==> src/rtl/fence_pkg.sv <==
// fence_pkg: shared types and helpers for the stage-3 fence sequencer
package fence_pkg;
  typedef enum logic [2:0] {IDLE, DFLUSH, IFLUSH, TLB, COMPLETE, RELEASE} fence_state_t;
  localparam int ASID_MAX_W = 16;
  typedef struct packed {
    logic                  do_i;
    logic                  do_s;
    logic [31:0]           va;
    logic [ASID_MAX_W-1:0] asid;
    logic                  va_valid;
    logic                  asid_valid;
  } fence_op_t;
  function automatic int tmr_w(input int cycles);
    return $clog2(cycles);
  endfunction
endpackage

==> src/rtl/fence_phase_timer.sv <==
// fence_phase_timer: per-phase cycle counter with clear, first-cycle flag and saturating expire
module fence_phase_timer #(
  parameter int LIMIT = 1024,
  parameter int W = $clog2(LIMIT)
) (
  input  logic clk_i,
  input  logic rst_i,
  input  logic clr_i,
  output logic first_o,
  output logic expire_o
);
  logic [W-1:0] cnt_q, cnt_d;
  assign first_o = cnt_q == '0;
  assign expire_o = cnt_q == W'(LIMIT - 1);
  // count cycles in the current phase, holding at the expiry value
  always_comb cnt_d = clr_i ? '0 : (expire_o ? cnt_q : cnt_q + 1'b1);
  // counter register
  always_ff @(posedge clk_i) cnt_q <= rst_i ? '0 : cnt_d;
endmodule

==> src/rtl/stage3_fence_sequencer.sv <==
// stage3_fence_sequencer: orders dcache flush, icache flush and TLB fence for FENCE.I/SFENCE.VMA
module stage3_fence_sequencer #(
  parameter string ADDRESS_TRANSLATION = "enabled",
  parameter int ASID_W = 9,
  parameter int TIMEOUT_CYCLES = 1024
) (
  input  logic              CLK,
  input  logic              RST,
  input  logic              ifence_req,
  input  logic              sfence_req,
  input  logic              squash,
  input  logic [31:0]       rs1_data,
  input  logic [31:0]       rs2_data,
  input  logic              rs1_zero,
  input  logic              rs2_zero,
  input  logic              iflush_done,
  input  logic              dflush_done,
  input  logic              itlb_fence_done,
  input  logic              dtlb_fence_done,
  output logic              icache_flush,
  output logic              dcache_flush,
  output logic              itlb_fence,
  output logic              dtlb_fence,
  output logic [31:0]       fence_va,
  output logic [ASID_W-1:0] fence_asid,
  output logic              fence_va_valid,
  output logic              fence_asid_valid,
  output logic              fence_stall,
  output logic              fence_done,
  output logic              fence_timeout
);
  import fence_pkg::*;
  localparam bit XLAT = ADDRESS_TRANSLATION == "enabled";
  localparam int TW = tmr_w(TIMEOUT_CYCLES);
  fence_state_t state_q, state_d;
  fence_op_t op_q, op_d;
  logic i_ok_q, i_ok_d, d_ok_q, d_ok_d, tmo_q, tmo;
  logic accept, first, expire, unused_bits;
  fence_phase_timer #(.LIMIT(TIMEOUT_CYCLES), .W(TW)) u_timer (
    .clk_i   (CLK),
    .rst_i   (RST),
    .clr_i   (state_d != state_q),
    .first_o (first),
    .expire_o(expire)
  );
  assign accept = state_q == IDLE && (ifence_req || sfence_req) && !squash && !RST;
  assign op_d = '{do_i: ifence_req, do_s: sfence_req, va: rs1_data,
                  asid: ASID_MAX_W'(rs2_data[ASID_W-1:0]),
                  va_valid: !rs1_zero, asid_valid: !rs2_zero};
  assign dcache_flush = state_q == DFLUSH && first;
  assign icache_flush = state_q == IFLUSH && first;
  assign itlb_fence = state_q == TLB && first;
  assign dtlb_fence = itlb_fence;
  assign fence_stall = accept || state_q == DFLUSH || state_q == IFLUSH || state_q == TLB;
  assign fence_done = state_q == COMPLETE;
  assign fence_timeout = tmo_q || tmo;
  assign fence_va = op_q.va;
  assign fence_asid = op_q.asid[ASID_W-1:0];
  assign fence_va_valid = op_q.va_valid;
  assign fence_asid_valid = op_q.asid_valid;
  assign unused_bits = ^{rs2_data, op_q.asid, op_q.do_i};
  // phase sequencing; an expired phase advances as if its done pulse had arrived
  always_comb begin
    state_d = state_q;
    tmo = 1'b0;
    i_ok_d = 1'b0;
    d_ok_d = 1'b0;
    case (state_q)
      IDLE: if (accept) state_d = ifence_req ? DFLUSH : (XLAT ? TLB : COMPLETE);
      DFLUSH: if (dflush_done || expire) begin
        state_d = IFLUSH;
        tmo = !dflush_done;
      end
      IFLUSH: if (iflush_done || expire) begin
        state_d = (op_q.do_s && XLAT) ? TLB : COMPLETE;
        tmo = !iflush_done;
      end
      TLB: begin
        i_ok_d = i_ok_q || itlb_fence_done;
        d_ok_d = d_ok_q || dtlb_fence_done;
        if ((i_ok_d && d_ok_d) || expire) begin
          state_d = COMPLETE;
          tmo = !(i_ok_d && d_ok_d);
        end
      end
      COMPLETE: state_d = RELEASE;
      RELEASE: if (!ifence_req && !sfence_req) state_d = IDLE;
      default: state_d = IDLE;
    endcase
  end
  // state, latched operands, TLB completion flags and sticky timeout
  always_ff @(posedge CLK) begin
    if (RST) begin
      state_q <= IDLE;
      op_q <= '0;
      i_ok_q <= 1'b0;
      d_ok_q <= 1'b0;
      tmo_q <= 1'b0;
    end else begin
      state_q <= state_d;
      op_q <= accept ? op_d : op_q;
      i_ok_q <= i_ok_d;
      d_ok_q <= d_ok_d;
      tmo_q <= tmo_q || tmo;
    end
  end
endmodule

==> config.mk <==
export PLATFORM = sky130hd
export DESIGN_NAME = stage3_fence_sequencer
export DESIGN_NICKNAME = d
export VERILOG_FILES = /design/src/rtl/fence_pkg.sv /design/src/rtl/fence_phase_timer.sv /design/src/rtl/stage3_fence_sequencer.sv
export SDC_FILE = /design/constraint.sdc
export NUM_CORES = 1
export LEC_CHECK = 0
export BUFFER_PORTS_ARGS = -buffer_cell sky130_fd_sc_hd__clkbuf_2
export CAP_MARGIN = 10
export CORE_MARGIN = 10
export CORE_UTILIZATION = 40
export DETAILED_ROUTE_END_ITERATION = 10
export HOLD_SLACK_MARGIN = 0.1
export PLACE_DENSITY = 0.7
export REMOVE_ABC_BUFFERS = 1
export SLEW_MARGIN = 0
export SYNTH_ARGS = -nofsm -noshare
export SYNTH_HDL_FRONTEND = slang
export SYNTH_SLANG_ARGS = --single-unit
export TNS_END_PERCENT = 50
==> constraint.sdc <==
create_clock -name CLK -period 4.4 [get_ports CLK]
set_clock_uncertainty 0.1 [all_clocks]
set_input_delay 0.22 -clock CLK [delete_from_list [all_inputs] [get_ports CLK]]
set_output_delay 0.22 -clock CLK [all_outputs]
set_load 0.05 [all_outputs]
==> results list, run 1 <==
* Bufs and invs on worst path: 2
- Number of cells in the design after placement: 497
- Clk sink count: 60
* DRC violation count after routing: 0
- 0 antenna diodes ended up in the layout.
* Setup Viol. Count Final: 0
* Final worst path period need: around 2.9 ns
- The first routing iteration left approximately 100 violations.
* Final-layout fill cell count: 627
- Residual antenna-violating net count after detailed routing: 0
* Transition time at the pin with the least slew margin: around 0.8 ns
- Reg2reg setup slack: around 2.1 ns
- RSZ-0062 raised after global routing: false
* Effective utilization at floorplan: between 40% and 50%
- Horizontal die dimension: just over 100 um
- Post-cts gate resize count: 0
* Largest net degree at the start of global routing: between 50 and 60
* Area of the mapped netlist: around 2800 um2
- The number of global-route vias before repair is 2637.
* Number of pins with negative max-slew slack in the final report: 0
- The synthesized design spends more area on one cell type than any other, namely dfxtp_1.
* Count of flip-flops with a built-in enable after synthesis: 0
- Wire length of the first global-routing pass: about 13 mm
- The tool flagged a number of max-cap violations equal to 0.
* Cell Pwr Density: between 300 and 400 nW/um2
- Final Cycle Share: about two thirds
- Most frequent cells after synthesis: 93 x nand2_1, 60 x dfxtp_1, 47 x a21oi_1
- Among all flip-flop cells after synthesis, the most frequent one is dfxtp_1.
- Static timing analysis puts the maximum clock frequency at 342 MHz.
* Placed Area: between 3000 and 4000 um2
- In the post-route analysis, the smallest setup slack over all paths is 1.48 ns.
* Floorplan die area: roughly 11000 um2
- Fraction of the core area covered by cells at the end of the flow: 54.4%
* Overall track demand over capacity in global routing: between 10 and 15%
- Port Buffers: approximately 100
* Crit path cell chain: or4_4, or3_1, buf_4, o21ai_0, clkbuf_2
- Avg WL per Cell: 14.1 um
* Maximum level of the CTS H-tree: 3
- In this design, the stage delay of the slowest critical-path cell is between 0.5 and 0.6 ns.
- Clk root buf: clkbuf_8
- At the end of the flow, the number of nets in the layout was about 540.
* Clock Pin Slew Worst Setup and Hold Paths: ~0.070 ns
* Setup TNS Final: 0 ns
- Cell area after layout: around 3700 um2
- The worst setup path is captured at an output pin.
- Total congestion overflow after global routing: 0
* Total clock buffers created by CTS: 9
- Result of the run: completed
- In this run the worst path has a maximum fanout of 34.
- Yosys mapped the design onto 43 distinct sky130hd cell types.
- The worst setup path is of the register to output pin kind.
- OpenSTA, run right after detailed placement, puts the worst setup slack at 1.84 ns.
* Initial antenna violation count: 0
- In the final layout, the share of cells above drive strength 1 is between 20 and 30%.
- Signed area change from the synthesized netlist to the final layout: 31.6%
- Half-perimeter wire length after detailed placement: 5.12 mm
- The Yosys step of the flow raised 0 warnings.
* Number of synthesized register bits: 60
* Cell types occupying the most area after synthesis: dfxtp_1 43%, nand2_1 12%, buf_4 11%
- Post-CTS setup-driven buffer insertion count: 0
- Slew headroom: between 40% and 50%
* Async S/R FF share, synth: 0%
- Cell with the most instances after synthesis: nand2_1
- Hold violation total from the final report: 0
* Sequential element share of the synthesized area: a little over two fifths
- Via count normalized by instance count: approximately 4.8
- STA classifies the critical path startpoint as a register.
* Clock latency reported for the late side of the worst-skew pair: around 0.33 ns
* Core Footprint: ~6800 um2
- IR analysis of the VDD net gives a maximum drop of 0.000184 V.
* Gate family responsible for the most delay along the worst path: simple AND/OR/NAND/NOR gates
* Top-level I/O count: ~130
- The share of synthesized area in the top cell type comes to ~43%.
- In the synthesized netlist, the number of instances is between 300 and 400.
* Routed vias: around 2700
- STA puts the critical path data arrival time at between 2 and 3 ns.
* HP Class: input port to register
* Lkg Pwr: 0.00153 uW
- For this run, the number of standard cells in the final layout without fillers is roughly 560.
* Critical-path cell with the highest stage delay: or3_1
- TritonCTS clock tree: done
* TritonRoute pass-1 iters: 4
* Placer congestion estimate: ~0.87
- Avg Inst Size Synth: around 8 um2
* Required time worst endpoint: 4.08 ns
* Maximum root-to-sink buffer count: 2
- The routed design has between 7 and 8 mm of wire.
- Core Rows: 30
* Height of the die: a little over 100 um
-- cell type report --
cell class	instances	area [um2]	area share, %
clock buffers	11	151	4.09
inverters	7	26.3	0.710
repair buffers	151	996	26.9
multi-input cells	229	1180	31.9
flip-flops and latches	60	1200	32.5
clock inverters	4	25.0	0.677
well taps	96	120	3.25
-- metrics by stage --
| step | hold slack [ns] | power [uW] |
|---|---|---|
| finish | 0.181 | 1300 |
| global route | 0.202 | 1370 |
| CTS | 0.166 | 1320 |
| detailed placement | 0.308 | 836 |
| global placement | 0.308 | 833 |
| floorplan | 0.189 | 758 |
-- flip-flops by register name, indices dropped and copies added, names as in the netlist --
signal,cells
d_ok_q,1
fence_asid,9
fence_asid_valid,1
fence_va,32
fence_va_valid,1
i_ok_q,1
op_q,1
state_q,3
tmo_q,1
u_timer.cnt_q,10
-- timing repair --
item / in CTS / in global routing
hold buffers: 46 / 0
setup endpoints to repair: 0 / 0
endpoints found under the hold margin: 46 / 0
-- report_power, final --
group	switching, uW	total [uW]	internal [uW]	leakage (uW)
clock	211	441	230	0.0000872
sequential	19.3	589	570	0.000488
combinational	175	269	94.3	0.000956
-- cells in the final DEF (no fill, tap or decap), types with 2 or more instances in the layout --
| cell | count |
|---|---|
| clkinv_2 | 2 |
| xnor2_1 | 3 |
| o22ai_1 | 2 |
| o21ai_0 | 2 |
| dlygate4sd3_1 | 46 |
| nor2b_1 | 2 |
| a31oi_1 | 2 |
| mux2i_1 | 3 |
| buf_4 | 4 |
| clkbuf_8 | 11 |
| a21oi_1 | 47 |
| nor3_2 | 3 |
| nand2_1 | 93 |
| nand3_1 | 4 |
| clkinvlp_4 | 2 |
| clkbuf_2 | 101 |
| nor4_1 | 2 |
| nor2_1 | 26 |
| dfxtp_1 | 60 |
| inv_1 | 7 |
| nor3_1 | 10 |
| nand2b_1 | 3 |
| ha_1 | 2 |
| a211oi_1 | 3 |
| and3_1 | 2 |
-- kinds of logic (layout without fill, tap and decap cells) --
| logic type | after synthesis | in the layout | share of synthesized area, % |
|---|---|---|---|
| fa+ha+maj | 2 | 2 | 0.890 |
| compound gates | 68 | 68 | 15.3 |
| xor+xnor | 4 | 4 | 1.25 |
| mux | 3 | 3 | 1.07 |
| flops | 60 | 60 | 42.7 |
| simple gates | 152 | 152 | 23.2 |
| buf+inv | 68 | 173 | 15.5 |
-- worst paths after layout --
path                      from       endpoint  cells after the start
hold / removal          squash     state_q[1]                      3
setup reg to reg    state_q[1]  fence_asid[6]                      5
setup / recovery    state_q[1]    fence_stall                      5
hold reg to reg   fence_va[24]   fence_va[24]                      2
-- worst register-to-register path: stages, from the launching register on --
cell	delay [ns]
dfxtp_1	0.41
or4_4	0.53
or3_1	0.54
buf_4	0.34
nand2_1	0.12
a21oi_1	0.07
-- layer usage --
layer	track usage, %	wire length, um	vias to the layer above
met5	0	0	-
met4	8.25	270	0
met3	4.34	388	22
met2	23.8	3800	90
met1	16.5	3440	1210
li1	-	-	1340
(Power assumes the default switching activity.)
==> run 2, diff against run 1 <==
==> constraint.sdc (replaced) <==
create_clock -name CLK -period 3 [get_ports CLK]
set_clock_uncertainty 0.1 [all_clocks]
set_input_delay 0.15 -clock CLK [delete_from_list [all_inputs] [get_ports CLK]]
set_output_delay 0.15 -clock CLK [all_outputs]
set_load 0.05 [all_outputs]
==> run 2 against run 1 <==
Combinational power is 51% higher. Sequential power is 47% higher. Critical path depth is 1 lower. Die area stayed put. Highest routed layer unchanged.
==> results list, run 2 (synthesis gave the netlist of run 1 again) <==
* Setup Viol. Count Final: 0
- STA classifies the critical path startpoint as a register.
* Via count of the first global-routing pass: 2686
* RSZ-0062 raised after global routing: false
- The layout has between 600 and 700 filler cells.
- Global routing used roughly 15% of the available tracks.
- In this run the core area contains 30 standard-cell rows.
- The count of final max-slew check failures was 0.
- The final-report hold violation count came to 0.
* Result of the run: completed
- Total congestion overflow after global routing: 0
- The library cell used most frequently in the layout, excluding fill and tap cells, is clkbuf_2.
- The worst setup path is captured at an output pin.
* Number of cells in the design after placement: 498
- Of all nets on the critical path, the largest fanout is 13.
- The count of nets left with antenna violations once routing finished came out at 0.
* Least setup slack across all paths after layout: around 0.47 ns
- Via count normalized by instance count: between 4 and 5
* Slew headroom: 42.9%
* Max-cap check violation count: 0
* Final worst path period need: between 2 and 3 ns
- Final Cycle Share: 84.4%
- The die is 104 um wide.
* Cell Pwr Density: approximately 570 nW/um2
- Clk sink count: 60
- Top-level I/O count: ~130
- For this run, the top clock speed supported by timing is 395 MHz.
* Half-perimeter wire length after detailed placement: roughly 5.2 mm
* Placer congestion estimate: approximately 0.8
* Worst ir drop on vdd: about 0.00023 V
- Clock tree synthesis selected as its root buffer the cell clkbuf_8.
- Number of cells in the finished layout apart from fillers: 561
- Maximum level of the CTS H-tree: 3
- The design draws 2180 uW.
- Post-CTS setup-driven buffer insertion count: 0
- Final antenna diode count: 0
- In the routed design, unresolved DRC markers number 0.
- In this run the tool buffered the top-level ports with 101 buffer cells.
- Lkg Pwr: about 0.0016 uW
- Clock Pin Slew Worst Setup and Hold Paths: approximately 0.07 ns
- Timing analysis after detailed placement gives a worst setup slack of 0.694 ns.
- Crit path arrival time: between 2 and 2.5 ns
- Transition time at the pin with the least slew margin: about 0.83 ns
* Number of flip-flops in the largest register: 32
* Number of violations reported at the end of detailed-routing iteration 0: ~100
- For this block, the routed nets add up to 7.98 mm of wire.
* Leading cell types in the layout, fill and taps excluded: 100 x clkbuf_2, 93 x nand2_1, 60 x dfxtp_1, 47 x a21oi_1, 47 x dlygate4sd3_1
- The later pin in the worst-skew pair is clocked with a latency of around 0.32 ns.
- TritonRoute pass-1 iters: 5
- The clock passes through at most 2 buffers.
- Signed area change from the synthesized netlist to the final layout: 35.3%
- The number of antenna violations at the first check in global routing is 0.
- Data on the critical path is required at its endpoint by about 2.8 ns.
* Floorplan die area: about 11000 um2
- After the last flow step, the layout net total stands at 537.
* Largest net degree at the start of global routing: 53
- For this configuration, the core starts out at a cell density of between 40% and 50%.
* Fraction of layout cells with a size suffix above 1: between 20 and 30%
- In this run, CTS created clock tree buffers numbering 9.
* CP Class: register to output pin
- Avg WL per Cell: ~14 um
* TritonCTS clock tree: done
- Wire length of the first global-routing pass: ~13 mm
* Routed vias: 2648
- HP Class: input port to register
* Core Footprint: just under 7000 um2
- Measured along the y axis, the die boundary spans just over 100 um.
## run 2: cell count changes in the layout (fill, tap and decap cells not counted)
cell / before / now
clkbuf_2: 101 / 100
dlygate4sd3_1: 46 / 47
buf_12: 0 / 1
clkinvlp_4: 2 / 0
bufinv_16: 0 / 3
clkinv_2: 2 / 1
clkbuf_1: 0 / 1
buf_4: 4 / 5
## run 2: path summary, 6_finish.rpt
kind / startpoint / end / slack, ns / depth (start not counted)
max: state_q[1] / fence_stall / 0.47 / 4
min: squash / state_q[1] / 0.12 / 3
max reg2reg: u_timer.cnt_q[0] / u_timer.cnt_q[2] / 0.69 / 6
min reg2reg: fence_asid[7] / fence_asid[7] / 0.35 / 2
## run 2: metrics by stage
stage	setup TNS [ns]	util, %	hold WS (ns)	cell area, um2
finish	0	56.0	0.117	3800
detailed placement	0	45.4	0.237	3080
global placement	0	45.4	0.238	3080
floorplan	-43.94	-	0.119	2400
CTS	0	56.0	0.100	3800
global route	0	56.0	0.144	3800
## run 2: where the power goes
group / total, uW / switching [uW] / internal [uW]
combinational: 406 / 259 / 146
sequential: 864 / 28.5 / 835
clock: 909 / 313 / 597
## run 2: per-layer routing
metal,part of all wire [%],up-vias,wire (um),global-route usage [%]
met3,5.1,14,404,3.53
met4,1.7,0,137,6.36
met2,50,91,4010,25.4
met1,43,1196,3430,16.7
met5,0,-,0,0
li1,-,1347,-,-
## run 2: area by class of cell
class / instances / area, um2 / share of cell area (%)
clock buffers: 12 / 155 / 4.08
clock inverters: 4 / 95.1 / 2.50
inverters: 7 / 26.3 / 0.691
multi-input cells: 229 / 1180 / 31.0
flip-flops and latches: 60 / 1200 / 31.6
well taps: 96 / 120 / 3.16
repair buffers: 153 / 1030 / 27.0
## run 2: timing repair
| item | 4_1_cts | 5_1_grt |
|---|---|---|
| hold endpoints to repair | 47 | 0 |
| hold buffers | 47 | 0 |
| resized for setup | 0 | 0 |
## run 2: critical path, cell delays in order (launching register included)
cell and delay (ns):
dfxtp_1 0.41, or4_4 0.53, or3_1 0.57, o21ai_0 0.26
buf_12 0.19
==> run 3, diff against run 2 <==
--- a/config.mk
+++ b/config.mk
@@ -11,7 +11,7 @@
 export CORE_UTILIZATION = 40
 export DETAILED_ROUTE_END_ITERATION = 10
 export HOLD_SLACK_MARGIN = 0.1
-export PLACE_DENSITY = 0.7
+export PLACE_DENSITY = 0.72
 export REMOVE_ABC_BUFFERS = 1
 export SLEW_MARGIN = 0
 export SYNTH_ARGS = -nofsm -noshare
==> constraint.sdc (replaced) <==
create_clock -name CLK -period 2.25 [get_ports CLK]
set_clock_uncertainty 0.1 [all_clocks]
set_input_delay 0.1125 -clock CLK [delete_from_list [all_inputs] [get_ports CLK]]
set_output_delay 0.1125 -clock CLK [all_outputs]
set_load 0.05 [all_outputs]
==> run 3 against run 2 <==
Sequential cell count stayed put. Hold slack worse by 0.013 ns. First-iteration DRC count up 32%. Final area rose by 3.2%. Cell count rose by 2.3%.
==> results list, run 3 (synthesis gave the netlist of run 1 again) <==
- Core Footprint: between 6000 and 7000 um2
- Fraction of the core area covered by cells at the end of the flow: roughly 58%
* Bufs and invs on worst path: 1
- The number of global-route vias before repair came to about 2700.
- The worst hold path belongs to the class input port to register.
- Signed area change from the synthesized netlist to the final layout: 39.6%
- Setup TNS Final: 0 ns
- Buffers placed on the I/O ports in this run total roughly 100.
* Floorplan die area: between 10000 and 15000 um2
* Hold violation total from the final report: 0
- The worst pin sits at a relative slew slack of 64.2%.
* Effective utilization at floorplan: between 40% and 50%
- Crit path arrival time: between 1.5 and 2 ns
* Number of flip-flops in the largest register: 32
- Nets@finish: 550
* Height of the die: 104 um
- Clock latency reported for the late side of the worst-skew pair: 0.31 ns
* Wire length of the first global-routing pass: between 10 and 15 mm
- Power share of the combinational group: approximately a fifth
- Overall track demand over capacity in global routing: roughly 15%
- Of the total power, registers draw 41.4%.
* Clk root buf: clkbuf_8
- Gate family responsible for the most delay along the worst path: simple AND/OR/NAND/NOR gates
- Data on the critical path is required at its endpoint by 2.04 ns.
- The critical path goes through or4_4, or3_1, o21ai_1, buf_12.
* TritonCTS clock tree: done
* Fmax achieved: roughly 460 MHz
* Horizontal die dimension: between 100 and 150 um
- Top-level I/O count: ~130
- Residual antenna-violating net count after detailed routing: 0
- Summed over all nets, the half-perimeter wirelength after detailed placement is roughly 5.2 mm.
* Total congestion overflow after global routing: 0
* Result of the run: completed
- Leading cell types in the layout, fill and taps excluded: 99 x clkbuf_2, 93 x nand2_1, 57 x dfxtp_1, 47 x a21oi_1, 47 x dlygate4sd3_1
- Number of cells in the finished layout apart from fillers: 574
* Final worst path period need: 2.17 ns
- In this run switching power makes up between 20% and 30% of total power.
- Cell area after layout: 3930 um2
- TritonRoute pass-1 iters: 4
- Avg WL per Cell: ~14 um
- Detailed Route WL: 8.03 mm
- The worst setup path is launched from a register.
- The number of clock buffers added by TritonCTS is 9.
- Placed Area: between 3000 and 4000 um2
- The number of antenna violations at the first check in global routing is 1.
- Most common cell after layout, fill and taps aside: clkbuf_2
- Setup violations remaining at the end of the flow were counted as 0.
* Proportion of power drawn by the clock network: 37.7%
- After detailed routing, the number of remaining DRC violations is 0.
- Cell Pwr Density: between 700 and 800 nW/um2
- For this run, the slowest stage of the critical path takes approximately 0.53 ns.
- For this design the static power due to leakage is roughly 0.0017 uW.
* Critical-path cell with the highest stage delay: or4_4
- The count of final max-slew check failures is 0.
* Maximum level of the CTS H-tree: 3
* Transition time at the pin with the least slew margin: ~0.54 ns
* Number of violations reported at the end of detailed-routing iteration 0: about 130
* Clk sink count: 60
* Clock Pin Slew Worst Setup and Hold Paths: ~0.060 ns
* Number of cells in the design after placement: a little over 500
- Routed vias: 2718
* Fraction of layout cells with a size suffix above 1: between 30% and 40%
- Max-cap check violation count: 0
- Row generation in the floorplan step produced 30 rows.
- In this run the worst path has a maximum fanout of 4.
- After detailed routing, the number of vias per cell comes to approximately 4.7.
* CP Class: register to output pin
* Worst ir drop on vdd: about 0.00040 V
- For this design the total switching power over the nets is slightly below 800 uW.
- The final critical path takes up between 90% and 100% of the cycle.
- Largest net degree at the start of global routing: 53
- Final-layout fill cell count: slightly above 600
* Endpoint kind of the worst setup timing path: output pin
- Placer congestion estimate: approximately 0.89
- The longest clock path from root to sink contains 2 buffers.
* Internal power of the cells: 1980 uW
run 3: through the flow:
stage	total power, uW	setup WS, ns	hold WS, ns
6_report	2770	0.0769	0.103
5_1_grt	2920	-0.000459	0.130
3_3_place_gp	1660	0.0953	0.196
4_1_cts	2800	0.0110	0.151
3_5_place_dp	1670	0.0324	0.200
2_1_floorplan	1480	-2.25	0.0816
run 3: power groups by stage:
| stage | logic, uW | clock network (uW) | registers [uW] |
|---|---|---|---|
| after floorplan | 178 | 0 | 1300 |
| after global placement | 493 | 0 | 1160 |
| after detailed placement | 500 | 0 | 1170 |
| after CTS | 580 | 1080 | 1140 |
| after global routing | 623 | 1150 | 1150 |
| final | 579 | 1040 | 1150 |
run 3: worst paths after layout:
kind | from | to | slack, ns | depth (start not counted)
hold / removal | squash | state_q[1] | 0.10 | 3
setup reg to reg | state_q[2] | u_timer.cnt_q[9] | 0.19 | 6
hold reg to reg | fence_va[27] | fence_va[27] | 0.35 | 2
setup / recovery | state_q[2] | fence_stall | 0.08 | 4
run 3: final cells by class:
type	count	area, um2	share of cell area, %
Inverter	7	26.3	0.669
Sequential cell	60	1200	30.7
Antenna cell	1	2.50	0.0638
Timing Repair Buffer	166	1140	29.2
Tap cell	96	120	3.06
Clock buffer	11	141	3.60
Clock inverter	4	73.8	1.88
Multi-Input combinational cell	229	1210	30.9
run 3: per-layer routing:
layer	vias to the layer above	track usage, %	wire length, um
li1	1367	-	-
met1	1255	16.9	3400
met2	86	26.0	4050
met3	10	3.66	422
met4	0	6.66	155
met5	-	0	0
run 3: tightest hold or removal path: cells and delay by family:
kind / cells / cell delay (ns)
compound gates: 2 / 0.25
buf+inv: 1 / 0.10
run 3: timing repair:
action,in CTS,in global routing
gates resized for setup,2,13
endpoints found under the setup margin,11,11
buffers inserted,1,1
endpoints found under the hold margin,47,0
pin swaps,1,2
hold buffers,48,0
gates cloned,0,0
